$ cat src/rtl/hd_ctx_pkg.sv
// hd_ctx_pkg
//   Shared types and helpers for the HD context mover.
//   REG_W       : register / HD word width
//   REG_IDX_W   : register index width (32 general registers)
//   ctx_state_t : mover FSM states
//   slot_addr() : un-truncated HD word address of (process slot, word index)

package hd_ctx_pkg;

   localparam int REG_W     = 32;
   localparam int REG_IDX_W = 5;

   typedef enum logic [2:0] {
      ST_IDLE    = 3'd0,
      ST_SAVE    = 3'd1,
      ST_LOAD_RD = 3'd2,
      ST_LOAD_WR = 3'd3,
      ST_CSUM    = 3'd4,
      ST_DONE    = 3'd5
   } ctx_state_t;

   // The caller truncates to the HD address width; wrap is intended.
   function automatic int unsigned slot_addr(input int unsigned proc,
                                             input int unsigned slot_words,
                                             input int unsigned word);
      return proc * slot_words + word;
   endfunction

endpackage

$ cat src/rtl/hd_context_mover.sv
// hd_context_mover
//   Copies a process's general registers between the register bank HD port
//   and HD memory during a context switch. Save reads the bank (reg_idx ->
//   reg_rdata) and writes HD, one word per cycle. Load reads HD (hd_addr ->
//   hd_rdata, sampled at the next clock edge) and drives the bank write path
//   one cycle later, pipelined so one word moves per cycle.
//
//   Build option HD_CTX_CHECKSUM_EN: keeps a running XOR of moved words. Save
//   stores it in slot word SLOT_WORDS-1; load reads that word back and flags
//   csum_err (held from done until the next accepted start).
//
//   Ports
//     clock, reset          system clock; synchronous active-high reset
//     start, dir, proc_id   request (dir 0 = save, 1 = load), sampled in IDLE
//     reg_idx/reg_rdata     bank HD read path
//     reg_wdata/reg_wren    bank HD write path (bank samples on negedge)
//     hd_addr/hd_wdata/hd_wren/hd_rdata   HD memory port
//     busy, done            status; done is a one-cycle pulse
//     csum_err              checksum mismatch on load (checksum build only)
//
//   state      | meaning
//   -----------+----------------------------------------------------------
//   ST_IDLE    | waiting for start
//   ST_SAVE    | bank word idx is on reg_rdata; write it to HD
//   ST_LOAD_RD | HD word idx is on hd_rdata; write it to bank, issue idx+1
//   ST_LOAD_WR | last HD word on hd_rdata; final bank write
//   ST_CSUM    | checksum word write (save) or compare (load)
//   ST_DONE    | outputs quiesce; done pulses on the way out

module hd_context_mover
   import hd_ctx_pkg::*;
#(
   parameter int FIRST_REG  = 1,
   parameter int LAST_REG   = 30,
   parameter int SLOT_WORDS = 32,
   parameter int PROC_W     = 4,
   parameter int HD_ADDR_W  = 10
) (
   input  logic                 clock,
   input  logic                 reset,
   input  logic                 start,
   input  logic                 dir,
   input  logic [PROC_W-1:0]    proc_id,
   output logic [REG_IDX_W-1:0] reg_idx,
   input  logic [REG_W-1:0]     reg_rdata,
   output logic [REG_W-1:0]     reg_wdata,
   output logic                 reg_wren,
   output logic [HD_ADDR_W-1:0] hd_addr,
   output logic [REG_W-1:0]     hd_wdata,
   output logic                 hd_wren,
   input  logic [REG_W-1:0]     hd_rdata,
   output logic                 busy,
   output logic                 done
`ifdef HD_CTX_CHECKSUM_EN
   ,
   output logic                 csum_err
`endif
);

   if (FIRST_REG > LAST_REG) begin : g_bad_range
      $error("hd_context_mover: FIRST_REG must not exceed LAST_REG");
   end

   localparam logic [REG_IDX_W-1:0] FIRST_IDX = REG_IDX_W'(FIRST_REG);
   localparam logic [REG_IDX_W-1:0] SPAN      = REG_IDX_W'(LAST_REG - FIRST_REG);
   localparam logic [REG_IDX_W-1:0] ONE       = REG_IDX_W'(1);

   ctx_state_t             state;
   logic [PROC_W-1:0]      proc_q;
   logic [REG_IDX_W-1:0]   idx;
   logic [REG_IDX_W-1:0]   remain;   // words left to move (save) / addresses left to issue (load)
`ifdef HD_CTX_CHECKSUM_EN
   logic                   dir_q;
   logic [REG_W-1:0]       csum;
`endif

   function automatic logic [HD_ADDR_W-1:0] hd_word(input logic [PROC_W-1:0] p,
                                                    input logic [31:0] w);
      return HD_ADDR_W'(slot_addr(32'(p), 32'(SLOT_WORDS), w));
   endfunction

   always_ff @(posedge clock) begin
      if (reset) begin
         state     <= ST_IDLE;
         proc_q    <= '0;
         idx       <= '0;
         remain    <= '0;
         reg_idx   <= '0;
         reg_wdata <= '0;
         reg_wren  <= 1'b0;
         hd_addr   <= '0;
         hd_wdata  <= '0;
         hd_wren   <= 1'b0;
         busy      <= 1'b0;
         done      <= 1'b0;
`ifdef HD_CTX_CHECKSUM_EN
         dir_q     <= 1'b0;
         csum      <= '0;
         csum_err  <= 1'b0;
`endif
      end else begin
         done     <= 1'b0;
         reg_wren <= 1'b0;
         hd_wren  <= 1'b0;
         case (state)
            ST_IDLE: begin
               // done is still high on the first IDLE cycle; a start there is
               // treated as overlapping the finished transfer and dropped.
               if (start && !done) begin
                  proc_q <= proc_id;
                  idx    <= FIRST_IDX;
                  remain <= SPAN;
                  busy   <= 1'b1;
`ifdef HD_CTX_CHECKSUM_EN
                  dir_q    <= dir;
                  csum     <= '0;
                  csum_err <= 1'b0;
`endif
                  if (dir) begin
                     hd_addr <= hd_word(proc_id, 32'(FIRST_IDX));
                     state   <= (SPAN == '0) ? ST_LOAD_WR : ST_LOAD_RD;
                  end else begin
                     reg_idx <= FIRST_IDX;
                     state   <= ST_SAVE;
                  end
               end
            end
            ST_SAVE: begin
               hd_addr  <= hd_word(proc_q, 32'(idx));
               hd_wdata <= reg_rdata;
               hd_wren  <= 1'b1;
`ifdef HD_CTX_CHECKSUM_EN
               csum     <= csum ^ reg_rdata;
`endif
               if (remain == '0) begin
                  reg_idx <= '0;
`ifdef HD_CTX_CHECKSUM_EN
                  state   <= ST_CSUM;
`else
                  state   <= ST_DONE;
`endif
               end else begin
                  idx     <= idx + ONE;
                  reg_idx <= idx + ONE;
                  remain  <= remain - ONE;
               end
            end
            ST_LOAD_RD: begin
               reg_idx   <= idx;
               reg_wdata <= hd_rdata;
               reg_wren  <= (idx != '0);
`ifdef HD_CTX_CHECKSUM_EN
               csum      <= csum ^ hd_rdata;
`endif
               idx       <= idx + ONE;
               hd_addr   <= hd_word(proc_q, 32'(idx + ONE));
               remain    <= remain - ONE;
               if (remain == ONE) begin
                  state <= ST_LOAD_WR;
               end
            end
            ST_LOAD_WR: begin
               reg_idx   <= idx;
               reg_wdata <= hd_rdata;
               reg_wren  <= (idx != '0);
`ifdef HD_CTX_CHECKSUM_EN
               csum      <= csum ^ hd_rdata;
               hd_addr   <= hd_word(proc_q, 32'(SLOT_WORDS - 1));
               state     <= ST_CSUM;
`else
               state     <= ST_DONE;
`endif
            end
`ifdef HD_CTX_CHECKSUM_EN
            ST_CSUM: begin
               if (!dir_q) begin
                  hd_addr  <= hd_word(proc_q, 32'(SLOT_WORDS - 1));
                  hd_wdata <= csum;
                  hd_wren  <= 1'b1;
               end else begin
                  csum_err <= (hd_rdata != csum);
               end
               state <= ST_DONE;
            end
`endif
            ST_DONE: begin
               done      <= 1'b1;
               busy      <= 1'b0;
               reg_idx   <= '0;
               reg_wdata <= '0;
               hd_addr   <= '0;
               hd_wdata  <= '0;
               state     <= ST_IDLE;
            end
            default: state <= ST_IDLE;
         endcase
      end
   end

endmodule
$ cat config.mk
export PLATFORM = sky130hd
export DESIGN_NAME = hd_context_mover
export DESIGN_NICKNAME = d
export VERILOG_FILES = /design/src/rtl/hd_ctx_pkg.sv /design/src/rtl/hd_context_mover.sv
export SDC_FILE = /design/constraint.sdc
export NUM_CORES = 1
export LEC_CHECK = 0
export BUFFER_PORTS_ARGS = -buffer_cell sky130_fd_sc_hd__clkbuf_2
export CORE_MARGIN = 2
export CORE_UTILIZATION = 48
export CTS_BUF_LIST = sky130_fd_sc_hd__clkbuf_8 sky130_fd_sc_hd__clkbuf_16
export DETAILED_ROUTE_END_ITERATION = 8
export PLACE_DENSITY = 0.79
export SLEW_MARGIN = 10
export SYNTH_ARGS = -nofsm -noshare
export SYNTH_HDL_FRONTEND = slang
export SYNTH_SLANG_ARGS = --single-unit
$ cat constraint.sdc
create_clock -name clock -period 2.49 [get_ports clock]
set_clock_uncertainty 0.1 [all_clocks]
set_input_delay 0.249 -clock clock [delete_from_list [all_inputs] [get_ports clock]]
set_output_delay 0.249 -clock clock [all_outputs]
set_load 0.005 [all_outputs]
==> results of run 1 <==
-- power breakdown --
part	internal (W)	total, W	switching, W
logic	0.000324	0.000646	0.000322
clock network	0.000377	0.000953	0.000577
registers	0.00171	0.00182	0.000107
total	0.00241	0.00342	0.00101
-- cell usage in the layout, fill, tap and decap left out, types with 5 or more instances in the layout --
cell type and count:
clkbuf_2 154, dfxtp_1 100, a22o_1 59, dlygate4sd3_1 43, nor2_1 35, a21oi_1 21, inv_1 13, nor3_1 13
nand2_1 12, buf_4 10, clkbuf_8 9, xnor2_1 8, nor2b_1 6, a2111oi_0 6, mux2i_1 5, a22oi_1 5
ha_1 5
-- routing by layer --
metal	track usage, %	vias up	wire length (um)
li1	-	1784	-
met1	28.66	1695	4331
met2	42.39	183	5497
met3	6.688	32	895
met4	12.75	0	346
met5	0	-	0
-- worst paths after layout --
kind                 start      endpoint  slack (ns)  cells past startpoint
min reg2reg     hd_addr[0]    hd_addr[0]        0.36                      2
max               state[0]    reg_idx[0]        0.34                      4
max reg2reg       state[0]    reg_idx[0]        0.34                      4
min          reg_rdata[22]  hd_wdata[22]        0.01                      2
-- metrics by stage --
step	worst slack [ns]	power, W	instances	hold slack, ns
global placement	0.3186	0.002409	614	0.3458
global route	0.2400	0.003577	674	0.001826
detailed placement	0.2451	0.002428	614	0.3414
floorplan	0.6093	0.002185	377	0.2747
CTS	0.2214	0.003414	669	0.0005466
finish	0.3405	0.003418	674	0.009632
-- worst max-delay path, cell delays in order (launching register included) --
cell and delay (ns):
dfxtp_1 0.66, nor2b_1 0.54, nor3_1 0.23, nor2b_1 0.19, a2111oi_0 0.33
-- cell families (layout without fill, tap and decap cells) --
logic type                 count (synthesis)  after routing  synth area share [%]
AOI/OAI and AO/OA                        120            120                 25.04
DFF                                      100            100                 52.10
and+or+nand+nor                           97             97                 13.61
buffers and inverters                     41            236                 4.266
xor gates and xnor gates                   9              9                 2.052
adders and majority gates                  5              5                 1.628
muxes                                      5              5                 1.303
-- final cells by class --
cell class                 instances  share of cell area [%]
sequential                       100                   37.51
multi-input combinational        236                   31.58
timing repair buffer             208                   24.20
tap                              102                   2.392
clock buffer                       9                   2.321
clock inverter                     7                   1.149
inverter                          12                  0.8441
-- timing repair --
item                                   CTS  global route
hold buffers                            39             4
buffers inserted                         0             0
setup endpoints to repair                0             0
endpoints found under the hold margin   39             4
-- flip-flops by register name (all words and copies together), names as in the netlist, 3 cells and up --
name       flops
hd_addr       10
hd_wdata      32
idx            5
proc_q         4
reg_idx        5
reg_wdata     32
remain         5
state          3
==> results.json, run 1 <==
{
  "wl_per_cell_um": 16.43,
  "vias_per_cell": 5.481,
  "multi_input_area_sq_mm": 0.001685,
  "synth_ff_type": "dfxtp_1",
  "grt_remaining_overflow": 0,
  "drive_above_1_share_pct": 33.39,
  "finalSetupTns_ns": 0,
  "cp.required_ns": 2.64,
  "outcome": "finished clean",
  "area_delta_synth_final_pct": 38.88,
  "ys_types": 48,
  "drt_pass1_iterations": 5,
  "h-tree-depth": 3,
  "period_share_pct": 86.33,
  "first_global_vias": 3484,
  "regArea_sq_mm": 0.002002,
  "fin_util_pct": 69.06,
  "synth.top_cell.area_share_pct": 52.10,
  "rows": 32,
  "fin_crit_ns": 2.150,
  "hold_class": "in -> reg",
  "max_freq_mhz": 465.2,
  "rsz0062_at_grt": "no",
  "cts_inserted_buffers": 9,
  "stdcell_area_sq_mm": 0.005336,
  "cts_resized": 0,
  "antenna_found_initial": 0,
  "grt_max_degree": 44,
  "ant_nets": 0,
  "fill_cells": 615,
  "ir_drop_mv": 0.3585,
  "clkTransAtPathRegs_ns": 0.09,
  "synth.most_common_cell": "dfxtp_1",
  "crit_fanout": 13,
  "dieArea_sq_mm": 0.008737,
  "ys_top_cells_by_count": "dfxtp_1, a22o_1, nor2_1, a21oi_1, clkbuf_1",
  "crit_type": "reg -> reg",
  "dieWidth_um": 93.47,
  "io_pins": 155,
  "fp.coreArea_sq_mm": 0.007727,
  "drt_iter0_drc": 213,
  "dpl_cell_area_sq_mm": 0.004706,
  "clkLatencyLatePin_ns": 0.36,
  "syn_avg_cell_area_sq_um": 10.19,
  "cap_violations": 0,
  "drc_errors": 0,
  "synth_top_area_cell": "dfxtp_1",
  "clkSinkCount": 100,
  "ctsRootBufferMaster": "clkbuf_8",
  "ys_ff_latch": 100,
  "power_density_mw_per_mm2": 640.4,
  "synthCells": 377,
  "start_util_pct": 49.72,
  "cp-end-kind": "flop",
  "cts_tree": "done",
  "synth_area_sq_mm": 0.003842,
  "max-slew-margin-rel_pct": 59.46,
  "place.gp.congestion": 0.8797,
  "fin_nets": 644,
  "slew_violations": 0,
  "diodes": 0,
  "clock_path_buffers": 2,
  "synth_area_leaders": "dfxtp_1, a22o_1, nor2_1",
  "arrival_ns": 2.30,
  "grt_pass1_wl_um": 16910,
  "ys_warn_count": 0,
  "start_kind": "flop",
  "wirelength_um": 11070,
  "synth-seq-area-share_pct": 52.10,
  "ys_async_sr_fraction_pct": 0,
  "synth_edf_count": 0,
  "grt_usage_pct": 24.92,
  "worst_pin_slew_ns": 0.6034,
  "setup_viol": 0,
  "p_leak_nw": 2.414,
  "io_buffers": 154,
  "syn_nets": 454,
  "hold_violations": 0,
  "vias": 3694,
  "die_y_um": 93.47,
  "hpwl_um": 7184
}
(Power assumes the default switching activity.)
==> run 2, diff against run 1 <==
--- a/config.mk
+++ b/config.mk
@@ -7,2 +7,3 @@
 export LEC_CHECK = 0
+export ABC_AREA = 1
 export BUFFER_PORTS_ARGS = -buffer_cell sky130_fd_sc_hd__clkbuf_2
@@ -17 +18,2 @@
 export SYNTH_SLANG_ARGS = --single-unit
+export TNS_END_PERCENT = 5
--- a/constraint.sdc
+++ b/constraint.sdc
@@ -4,2 +4,2 @@
 set_output_delay 0.249 -clock clock [all_outputs]
-set_load 0.005 [all_outputs]
+set_load 0.01 [all_outputs]
==> run 2 against run 1 <==
Against the previous run: cell count grew 17%; core utilization shrank 2.7 points; global-route usage shrank 0.77 points; combinational power grew to 3.2 times the previous value.
==> results.json, run 2 <==
{
  "outcome": "finished clean",
  "ys_top_cells_by_count": "nand2_1, dfxtp_1, a21oi_1, nor2_1, a32o_1",
  "vias_per_cell": 5.207,
  "ff2ff_path_depth": 7,
  "r2r-start": "state[2]",
  "rsz0062_at_grt": "no",
  "syn_avg_cell_area_sq_um": 8.019,
  "clkTransAtPathRegs_ns": 0.10,
  "synth.top_cell.area_share_pct": 50.54,
  "dieArea_sq_mm": 0.008996,
  "max_freq_mhz": 538.9,
  "place.gp.congestion": 0.9403,
  "max-slew-margin-rel_pct": 50.45,
  "crit_type": "reg -> reg",
  "critical_path_buf_inv_count": 3,
  "multi_input_area_sq_mm": 0.001735,
  "start_util_pct": 48.95,
  "min-delay-start": "reg_rdata[2]",
  "ys_warn_count": 0,
  "io_buffers": 154,
  "antenna_found_initial": 0,
  "swShare_pct": 41.08,
  "layout_commonest_cell": "clkbuf_2",
  "cp_common_cell": "nand2_1",
  "first_global_vias": 3779,
  "ys_async_sr_fraction_pct": 0,
  "combPwrFrac_pct": 39.0,
  "synth_edf_count": 0,
  "rows": 33,
  "p_leak_nw": 2.393,
  "path_cells": "inv_2, nand2_1, nand2_1, inv_1, buf_4, nand2_1, a21oi_1",
  "cp.required_ns": 2.69,
  "ctsRootBufferMaster": "clkbuf_8",
  "die_y_um": 94.85,
  "io_pins": 155,
  "drt_pass1_iterations": 5,
  "h-tree-depth": 3,
  "drc_errors": 0,
  "diodes": 0,
  "power_w": 0.005356,
  "synth_ff_type": "dfxtp_1",
  "arrival_ns": 2.05,
  "wl_per_cell_um": 14.19,
  "grt_max_degree": 35,
  "synth_area_leaders": "dfxtp_1, nand2_1, a32o_1",
  "fp.coreArea_sq_mm": 0.008093,
  "crit_path_max_incr_delay_ns": 0.58,
  "crit_family": "flip-flops",
  "area_delta_synth_final_pct": 35.47,
  "synth.most_common_cell": "nand2_1",
  "cts_hold_buf": 34,
  "clkSinkCount": 100,
  "hpwl_um": 7505,
  "dpl_worst_slack_ns": 0.3641,
  "fill_cells": 717,
  "drive_above_1_share_pct": 28.26,
  "cp-end-kind": "flop",
  "cts_inserted_buffers": 9,
  "ys_ff_latch": 100,
  "rrSetupSlack_ns": 0.63,
  "synthCells": 494,
  "vias": 4103,
  "cts_setup_buffers": 0,
  "fin_util_pct": 66.31,
  "synth_top_area_cell": "dfxtp_1",
  "finalSetupTns_ns": 0,
  "p_int_w": 0.003155,
  "period_share_pct": 74.52,
  "grt_pass1_wl_um": 17150,
  "crit_slowest_cell": "dfxtp_1",
  "wirelength_um": 11180,
  "grt_remaining_overflow": 0,
  "grt_usage_pct": 24.15,
  "cts_tree": "done",
  "setup_viol": 0,
  "setup_ws_ns": 0.6344,
  "dieWidth_um": 94.85,
  "drt_iter0_drc": 225,
  "final_cell_mix": "clkbuf_2, nand2_1, dfxtp_1",
  "p_switching_w": 0.002200,
  "clkPwrFrac_pct": 18.2,
  "syn_nets": 571,
  "hold_violations": 0,
  "power_density_mw_per_mm2": 998.0,
  "cap_violations": 0,
  "ir_drop_mv": 0.4685,
  "worst_pin_slew_ns": 0.7414,
  "ant_nets": 0,
  "holdPathStages": 2,
  "reg2reg_to": "reg_wdata[17]",
  "cts_resized": 0,
  "fin_crit_ns": 1.856,
  "holdPathEnd": "hd_wdata[2]",
  "synth_area_sq_mm": 0.003961,
  "clkLatencyLatePin_ns": 0.36,
  "clock_path_buffers": 2,
  "reg_top3": "hd_wdata (32), reg_wdata (32), hd_addr (10)",
  "start_kind": "flop",
  "ys_types": 31,
  "hold_class": "in -> reg",
  "crit_fanout": 30,
  "fin_nets": 755,
  "regArea_sq_mm": 0.002002,
  "pwr-share-seq_pct": 42.8,
  "slew_violations": 0,
  "synth-seq-area-share_pct": 50.54
}
-- run 2: worst register-to-register path: cells and delay by family (launching register included) --
kind                   cells  cell delay (ns)
DFF                        1             0.58
and+or+nand+nor            3             0.48
AOI/OAI and AO/OA          1             0.16
buffers and inverters      3             0.48
-- run 2: cell families after synthesis --
| family | share of synthesized area (%) |
|---|---|
| xor+xnor | 0.4423 |
| fa+ha+maj | 1.579 |
| flops | 50.54 |
| simple gates | 21.83 |
| buf+inv | 5.780 |
| compound gates | 19.84 |
-- run 2: worst max-delay path by stage --
stage / start / to / slack [ns] / depth (start not counted)
after global routing: state[2] / reg_wdata[17] / 0.42 / 7
after global placement: state[0] / hd_wdata[14] / 0.46 / 5
final: state[2] / reg_wdata[17] / 0.63 / 7
after CTS: state[0] / hd_wdata[11] / 0.35 / 5
after detailed placement: state[0] / hd_wdata[29] / 0.36 / 5
after floorplan: state[2] / idx[0] / 1.09 / 9
-- run 2: routing by layer --
metal | global-route usage (%) | vias to the layer above | share of wire [%]
met5 | 0 | - | 0
met4 | 9.300 | 0 | 1.7
met3 | 4.789 | 16 | 6.8
met2 | 42.26 | 152 | 49
met1 | 29.14 | 1893 | 42
li1 | - | 2042 | -
-- run 2: layout make-up --
| type | instances | share of cell area, % |
|---|---|---|
| Inverter | 32 | 2.238 |
| Multi-Input combinational cell | 337 | 32.34 |
| Tap cell | 105 | 2.448 |
| Clock buffer | 9 | 2.308 |
| Sequential cell | 100 | 37.30 |
| Timing Repair Buffer | 198 | 22.29 |
| Clock inverter | 7 | 1.073 |
-- run 2: per-stage QoR --
step	hold WS (ns)	instance area (sq um)	instances
after floorplan	0.2748	3961	494
after global placement	0.3303	4800	734
after detailed placement	0.3374	4800	734
after CTS	0.0003311	5321	784
after global routing	0.002567	5366	788
final	0.003879	5366	788
-- run 2: power by group through the flow --
stage | Combinational (W) | Sequential [W] | Clock (W)
after floorplan | 0.00124 | 0.00240 | 0
after global placement | 0.00197 | 0.00230 | 0
after detailed placement | 0.00202 | 0.00231 | 0
after CTS | 0.00207 | 0.00228 | 0.000995
after global routing | 0.00235 | 0.00234 | 0.00106
final | 0.00209 | 0.00229 | 0.000972
